==> src/rtl/axi_sram_rd_slv.sv <==
// -----------------------------------------------------------------------------
// axi_sram_rd_slv
//
// AXI4-Lite read-channel slave placed after the IFU/LSU read arbiter. It takes
// one AR request at a time and reads a synchronous single-port SRAM that has
// one cycle of read latency. It returns a single R beat with OKAY or SLVERR.
// Before each access it waits a configurable delay: a fixed part plus an
// optional LFSR-derived part. This gives the masters variable slave latency.
//
// Ports
//   clk_i        clock
//   rst_i        synchronous reset, active low
//   ar_valid_i   AR valid from the arbiter
//   ar_addr_i    AR byte address
//   ar_ready_o   AR ready, high only in IDLE
//   r_valid_o    R valid, held until r_ready_i
//   r_data_o     R data (0 on SLVERR)
//   r_resp_o     R response: OKAY=2'b00, SLVERR=2'b10
//   r_ready_i    R ready from the arbiter
//   mem_req_o    SRAM read strobe (one cycle per OKAY access)
//   mem_addr_o   SRAM word index
//   mem_rdata_i  SRAM read data, valid the cycle after mem_req_o
// -----------------------------------------------------------------------------
module axi_sram_rd_slv #(
    parameter int                ADDR_W     = 32,
    parameter int                DATA_W     = 32,
    parameter logic [ADDR_W-1:0] BASE_ADDR  = 32'h8000_0000,
    parameter int                MEM_WORDS  = 32768,
    parameter int                BASE_DELAY = 0,
    parameter bit                RAND_EN    = 1'b0,
    parameter logic [3:0]        RAND_MASK  = 4'hF
) (
    input  logic                         clk_i,
    input  logic                         rst_i,
    input  logic                         ar_valid_i,
    input  logic [ADDR_W-1:0]            ar_addr_i,
    output logic                         ar_ready_o,
    output logic                         r_valid_o,
    output logic [DATA_W-1:0]            r_data_o,
    output logic [1:0]                   r_resp_o,
    input  logic                         r_ready_i,
    output logic                         mem_req_o,
    output logic [$clog2(MEM_WORDS)-1:0] mem_addr_o,
    input  logic [DATA_W-1:0]            mem_rdata_i
);

    localparam int              MEM_AW      = $clog2(MEM_WORDS);
    localparam longint unsigned SPAN        = 64'(MEM_WORDS) * 64'd4;
    localparam logic [1:0]      RESP_OKAY   = 2'b00;
    localparam logic [1:0]      RESP_SLVERR = 2'b10;
    localparam logic [15:0]     LFSR_SEED   = 16'hACE1;

    typedef enum logic [4:0] {
        IDLE  = 5'b00001,
        DELAY = 5'b00010,
        MEM   = 5'b00100,
        LATCH = 5'b01000,
        RESP  = 5'b10000
    } state_t;

    state_t              state_q;
    logic [4:0]          cnt_q;
    logic                err_q;
    logic [MEM_AW-1:0]   widx_q;
    logic [DATA_W-1:0]   data_q;
    logic [1:0]          resp_q;
    logic [15:0]         lfsr_q;

    logic [ADDR_W-1:0]   offset;
    logic                addr_err;
    logic [4:0]          d_load;
    logic                lfsr_fb;

    // Request decode: the address goes through one unsigned subtraction.
    // An address below BASE_ADDR wraps to a large offset, so a single upper
    // bound check covers both ends of the served window.
    always_comb begin
        offset   = ar_addr_i - BASE_ADDR;
        addr_err = (64'(offset) >= SPAN) || (ar_addr_i[1:0] != 2'b00);
        d_load   = 5'(BASE_DELAY) + (RAND_EN ? {1'b0, lfsr_q[3:0] & RAND_MASK} : 5'd0);
        // Fibonacci form of x^16+x^14+x^13+x^11+1, shifting right
        lfsr_fb  = lfsr_q[0] ^ lfsr_q[2] ^ lfsr_q[3] ^ lfsr_q[5];
    end

    // Control FSM plus the response registers
    always_ff @(posedge clk_i) begin
        if (!rst_i) begin
            state_q <= IDLE;
            cnt_q   <= '0;
            err_q   <= 1'b0;
            lfsr_q  <= LFSR_SEED;
            data_q  <= '0;
            resp_q  <= RESP_OKAY;
        end else begin
            lfsr_q <= {lfsr_fb, lfsr_q[15:1]};
            unique case (state_q)
                IDLE: begin
                    if (ar_valid_i && ar_ready_o) begin
                        err_q  <= addr_err;
                        widx_q <= offset[MEM_AW+1:2];
                        cnt_q  <= d_load;
                        // The error beat is fully formed here; the SRAM is never touched.
                        if (addr_err) begin
                            data_q <= '0;
                            resp_q <= RESP_SLVERR;
                        end
                        if (d_load != 5'd0)
                            state_q <= DELAY;
                        else if (addr_err)
                            state_q <= RESP;
                        else
                            state_q <= MEM;
                    end
                end
                DELAY: begin
                    // Leaving when the counter reads 1 gives exactly d cycles here.
                    cnt_q <= cnt_q - 5'd1;
                    if (cnt_q == 5'd1)
                        state_q <= err_q ? RESP : MEM;
                end
                MEM: begin
                    state_q <= LATCH;
                end
                LATCH: begin
                    data_q  <= mem_rdata_i;
                    resp_q  <= RESP_OKAY;
                    state_q <= RESP;
                end
                RESP: begin
                    if (r_ready_i)
                        state_q <= IDLE;
                end
                default: begin
                    state_q <= IDLE;
                end
            endcase
        end
    end

    // Outputs decode only registered state. The rst_i term forces them all
    // low while reset is held, even before the first reset edge.
    assign ar_ready_o = rst_i && (state_q == IDLE);
    assign r_valid_o  = rst_i && (state_q == RESP);
    assign r_data_o   = rst_i ? data_q : '0;
    assign r_resp_o   = rst_i ? resp_q : RESP_OKAY;
    assign mem_req_o  = rst_i && (state_q == MEM);
    assign mem_addr_o = (rst_i && (state_q == MEM)) ? widx_q : '0;

endmodule

==> config.mk <==
export PLATFORM = sky130hd
export DESIGN_NAME = axi_sram_rd_slv
export DESIGN_NICKNAME = d
export VERILOG_FILES = /design/src/rtl/axi_sram_rd_slv.sv
export SDC_FILE = /design/constraint.sdc
export NUM_CORES = 1
export LEC_CHECK = 0
export CAP_MARGIN = 15
export CORE_MARGIN = 2
export CORE_UTILIZATION = 65
export CTS_CLUSTER_DIAMETER = 50
export CTS_CLUSTER_SIZE = 16
export DETAILED_ROUTE_END_ITERATION = 10
export DONT_BUFFER_PORTS = 1
export PLACE_DENSITY = 0.92
export SLEW_MARGIN = 20
export SYNTH_ARGS = -nofsm -noshare
export SYNTH_HDL_FRONTEND = slang
export SYNTH_SLANG_ARGS = --single-unit
==> constraint.sdc <==
create_clock -name clk_i -period 4.08 [get_ports clk_i]
set_clock_uncertainty 0.2 [all_clocks]
set_input_delay 0.612 -clock clk_i [delete_from_list [all_inputs] [get_ports clk_i]]
set_output_delay 0.612 -clock clk_i [all_outputs]
set_load 0.02 [all_outputs]
==> results.yml, run 1 <==
cts:
  clk_latency_ns: 0.36
  cts_resized: 0
  clockRootBuffer: "clkbuf_4"
  htree_levels: 2
  cts_buffer_depth: 2
  cts_setup_buffers: 0
  cts_tree: "built"
  hold_buffers: 0
  cts_sinks: 52
  cts_buffers: 5
  clk_pin_slew_ns: 0.14
final_layout:
  final_util: 0.699
  multi_input_area_um2: 930
  areaGrowthSynthToFinish_pct: 0.686
  fin_nets: 275
  n_antenna_cell: 0
  final_cell_area_um2: 2390
  final_common_cell: "dfxtp_1"
  nFillCells: 246
  drive_gt1_frac: 0.212
  seq_area_um2: 1190
  final_cell_mix: "37 x dfxtp_1, 36 x nand2_1, 32 x inv_1"
sta:
  finalCriticalPeriod_ns: 2.49
  setup_violations: 0
  max_freq_mhz: 402
  hold_violations: 0
  setup_tns_ns: 0
  hold_ws_ns: 0.133
  rsz0062_at_grt: "false"
  maxSlewViolCount: 0
  final.period_utilization: 0.609
  worst_pin_slew_ns: 1.03
  slew_headroom: 0.313
route:
  viasPerCell: 5.77
  drtIter0Drc: 83
  dr.pass1.iters: 4
  wire_per_inst_um: 15.3
  drc: 0
  ant_nets: 0
  wl_um: 3900
  via_count: 1465
place:
  place.gp.congestion: 0.694
  placed_area_um2: 2310
  io_buffers: 0
  hpwlAfterDp_um: 2990
logic_synthesis:
  async_flop_share: 0
  syn_nets: 284
  synth_edf_count: 15
  syn_inst: 216
  synth_area_um2: 2370
  ys_ff_latch: 52
  ys_seq_area_frac: 0.503
  ys_types: 31
  ys.warnings.count: 0
  syn_avg_cell_area_um2: 11.0
  synth_flop_cell: "dfxtp_1"
grt:
  grt_first_pass_wirelength_um: 6380
  grt_max_degree: 44
  use_met1: 0.221
  gr-usage-met3: 0.0757
  antenna_found_initial: 0
  busiest_layer: "met2"
  grt_pass1_vias: 1377
  gr-usage-all-layers: 0.199
  overflow: 0
  use_met2: 0.348
setup_path:
  crit_type: "reg -> out"
  required_ns: 3.27
  critical_path.slowest_cell: "dfxtp_1"
  crit_chain: "nand2_1, nor4_2, buf_4, and2_1"
  cp.arrival_ns: 1.67
  cp_max_fo: 16
  rr_startpoint: "state_q[3]"
  cp-start-kind: "flip-flop"
  cpPeakStageDelay_ns: 0.51
  crit_path_start: "state_q[2]"
  endpoint_kind: "output port"
die:
  fp-row-count: 21
  dieHeight_um: 64.4
  coreArea_um2: 3420
  initial_core_util: 0.694
  dieWidth_um: 64.4
  io_pins: 120
  fp.dieArea_um2: 4140
pwr:
  p_sw_frac: 0.204
  power_frac_seq: 0.642
  pwr-share-comb: 0.030
  ir_worst_vdd_uv: 253
  p_total_w: 0.000849
  clkPwrFrac: 0.328
  power.internal_w: 0.000676
  pwr_density_cell_nw_per_um2: 356
  p_leak_nw: 1.06
  net-switching-power_w: 0.000173
job:
  max_cap_violations: 0
min_path:
  hold_path_class: "in -> reg"
  hp-start: "rst_i"
run_status:
  status: "complete, no violations"
-- routing by layer --
metal / routed length, um / vias to the layer above
li1: - / 704
met1: 1510 / 669
met2: 1920 / 85
met3: 391 / 7
met4: 70 / 0
met5: 0 / -
-- state kept, by name, summed over array words and instances (netlist names) --
signal,count
resp_q,1
data_q,32
widx_q,15
state_q,4
-- metrics by stage --
step	setup WS [ns]	cells
floorplan	1.43	216
global placement	1.78	246
detailed placement	1.76	246
CTS	1.56	254
global route	1.48	254
finish	1.59	254
-- power groups by stage --
stage / Sequential (W) / Combinational (W) / Clock [W]
after floorplan: 0.000554 / 0.0000387 / 0
after global placement: 0.000556 / 0.0000252 / 0
after detailed placement: 0.000556 / 0.0000257 / 0
after CTS: 0.000545 / 0.0000257 / 0.000284
after global routing: 0.000546 / 0.0000281 / 0.000311
final: 0.000545 / 0.0000254 / 0.000278
-- cells by family after synthesis --
| logic type | Yosys count | share of synthesized area |
|---|---|---|
| AOI/OAI and AO/OA | 40 | 0.221 |
| other | 1 | 0.00158 |
| DFF | 52 | 0.503 |
| and+or+nand+nor | 74 | 0.166 |
| buffers and inverters | 49 | 0.109 |
-- path summary, 6_finish.rpt --
check | slack (ns) | to | depth (start not counted)
worst max register to register | 1.79 | state_q[4] | 4
worst max-delay path | 1.59 | mem_addr_o[12] | 4
worst min register to register | 0.28 | data_q[11] | 2
worst min-delay path | 0.13 | state_q[0] | 1
-- cells in the mapped netlist (2+ instances only) --
master,n,area (um2)
nor4_1,7,43.8
nand2_1,36,135
dfxtp_1,37,741
o21ai_0,2,10.0
and3_1,2,12.5
o21a_1,2,15.0
clkbuf_1,6,22.5
and2_1,18,113
o2bb2ai_1,2,17.5
buf_2,5,25.0
buf_12,3,60.1
inv_1,32,120
nor2_1,2,7.51
buf_6,2,22.5
o2bb2ai_2,30,450
edfxtp_1,15,450
-- final cells by class --
class / instances / area share
clock buffer: 5 / 0.0157
clock inverter: 3 / 0.0178
inverter: 32 / 0.0503
multi-input combinational: 115 / 0.390
sequential: 52 / 0.499
tap: 46 / 0.0241
timing repair buffer: 1 / 0.00315
-- critical path, delay by kind of cell, from the launching register on --
| family | cells | cell delay, ns |
|---|---|---|
| buffers and inverters | 1 | 0.24 |
| AND/OR/NAND/NOR | 3 | 0.56 |
| flip-flops | 1 | 0.51 |
(Power assumes the default switching activity.)
==> inputs of run 2 (changes only) <==
--- a/config.mk
+++ b/config.mk
@@ -7,12 +7,12 @@
 export LEC_CHECK = 0
 export CAP_MARGIN = 15
 export CORE_MARGIN = 2
-export CORE_UTILIZATION = 65
+export CORE_UTILIZATION = 62
 export CTS_CLUSTER_DIAMETER = 50
 export CTS_CLUSTER_SIZE = 16
 export DETAILED_ROUTE_END_ITERATION = 10
 export DONT_BUFFER_PORTS = 1
-export PLACE_DENSITY = 0.92
+export PLACE_DENSITY = 0.89
 export SLEW_MARGIN = 20
 export SYNTH_ARGS = -nofsm -noshare
 export SYNTH_HDL_FRONTEND = slang
==> constraint.sdc (replaced) <==
create_clock -name clk_i -period 2.4 [get_ports clk_i]
set_clock_uncertainty 0.2 [all_clocks]
set_input_delay 0.36 -clock clk_i [delete_from_list [all_inputs] [get_ports clk_i]]
set_output_delay 0.36 -clock clk_i [all_outputs]
set_load 0.02 [all_outputs]
==> results.yml, run 2 (same netlist as run 1, synthesis figures left out) <==
place:
  io_buffers: 0
  pre_cts_ws_ns: 0.323
  place.gp.congestion: 0.682
  dp_cells: 250
  hpwlAfterDp_um: 2940
sta:
  setup_tns_ns: 0
  fin_ws_ns: 0.228
  max_freq_mhz: 460
  setup_violations: 0
  rsz0062_at_grt: "false"
  maxSlewViolCount: 0
  finalCriticalPeriod_ns: 2.17
  worst_pin_slew_ns: 0.607
  final.period_utilization: 0.905
  slew_headroom: 0.595
  hold_violations: 0
cts:
  cts_sinks: 52
  clk_pin_slew_ns: 0.09
  cts_tree: "built"
  htree_levels: 2
  clk_latency_ns: 0.29
  cts_buffers: 5
  hold_buffers: 49
  cts_resized: 0
  cts_buffer_depth: 2
  cts_setup_buffers: 0
  clockRootBuffer: "clkbuf_8"
grt:
  gr-usage-all-layers: 0.245
  overflow: 0
  grt_max_degree: 42
  antenna_found_initial: 0
  grt_first_pass_wirelength_um: 8030
  grt_pass1_vias: 1717
route:
  dr.pass1.iters: 4
  drtIter0Drc: 114
  wire_per_inst_um: 16.5
  wl_um: 5080
  ant_nets: 0
  drc: 0
  via_count: 1674
  viasPerCell: 5.45
setup_path:
  cpPeakStageDelay_ns: 0.48
  critPathBufInv: 1
  cp_max_fo: 16
  required_ns: 1.84
  cp-start-kind: "flip-flop"
  critical_path.slowest_cell: "dfxtp_1"
  endpoint_kind: "output port"
  crit_type: "reg -> out"
  cp.arrival_ns: 1.61
  crit_chain: "nand2_1, nor4_2, buf_4, and2_1"
  critPathTopFamily: "simple AND/OR/NAND/NOR gates"
final_layout:
  final_util: 0.805
  largest_register_ffs: 32
  fin_nets: 326
  final_common_cell: "dlygate4sd3_1"
  n_antenna_cell: 0
  top_register: "data_q"
  areaGrowthSynthToFinish_pct: 24.3
  fin_cells: 307
  final_cell_mix: "49 x dlygate4sd3_1, 37 x dfxtp_1, 36 x nand2_1"
  drive_gt1_frac: 0.174
  largestRegisters: "data_q: 32 flops, widx_q: 15 flops, state_q: 4 flops"
pwr:
  p_leak_nw: 1.30
  ir_worst_vdd_uv: 436
  pwr_density_cell_nw_per_um2: 549
die:
  fp-row-count: 22
  dieHeight_um: 65.8
  io_pins: 120
  fp.dieArea_um2: 4330
  dieWidth_um: 65.8
  initial_core_util: 0.647
  coreArea_um2: 3660
min_path:
  hold_path_class: "in -> reg"
run_status:
  status: "complete, no violations"
job:
  max_cap_violations: 0
-- run 2: stage by stage --
stage,cell area (um2),hold WS (ns),total power (W)
6_report,2950,0.0444,0.00162
5_1_grt,2950,0.0267,0.00168
4_1_cts,2950,0.0275,0.00162
3_5_place_dp,2350,0.248,0.000995
3_3_place_gp,2350,0.241,0.000993
2_1_floorplan,2370,0.232,0.00101
-- run 2: cell type report --
| type | instances | area, um2 |
|---|---|---|
| well taps | 48 | 60.1 |
| flip-flops and latches | 52 | 1190 |
| clock buffers | 6 | 72.6 |
| multi-input cells | 115 | 930 |
| inverters | 32 | 120 |
| repair buffers | 52 | 538 |
| fillers | 228 | 714 |
| clock inverters | 2 | 35.0 |
-- run 2: layer usage --
layer / share of wire / track usage / up-vias
met3: 0.067 / 0.0647 / 2
met4: 0.0024 / 0.0313 / 0
met2: 0.54 / 0.472 / 77
li1: - / - / 804
met1: 0.39 / 0.272 / 791
met5: 0 / 0 / -
-- run 2: path summary, 6_finish.rpt --
check | cells past startpoint | endpoint | startpoint | slack, ns
setup reg to reg | 5 | data_q[0] | state_q[3] | 0.27
hold reg to reg | 1 | resp_q[1] | resp_q[1] | 0.27
setup / recovery | 4 | mem_addr_o[12] | state_q[2] | 0.23
hold / removal | 2 | data_q[26] | rst_i | 0.04
-- run 2: power by group --
part	total (W)	switching (W)	internal [W]	leakage (nW)
sequential	0.000925	0.00000692	0.000918	0.438
combinational	0.000123	0.0000538	0.0000693	0.805
clock	0.000570	0.000260	0.000309	0.0552
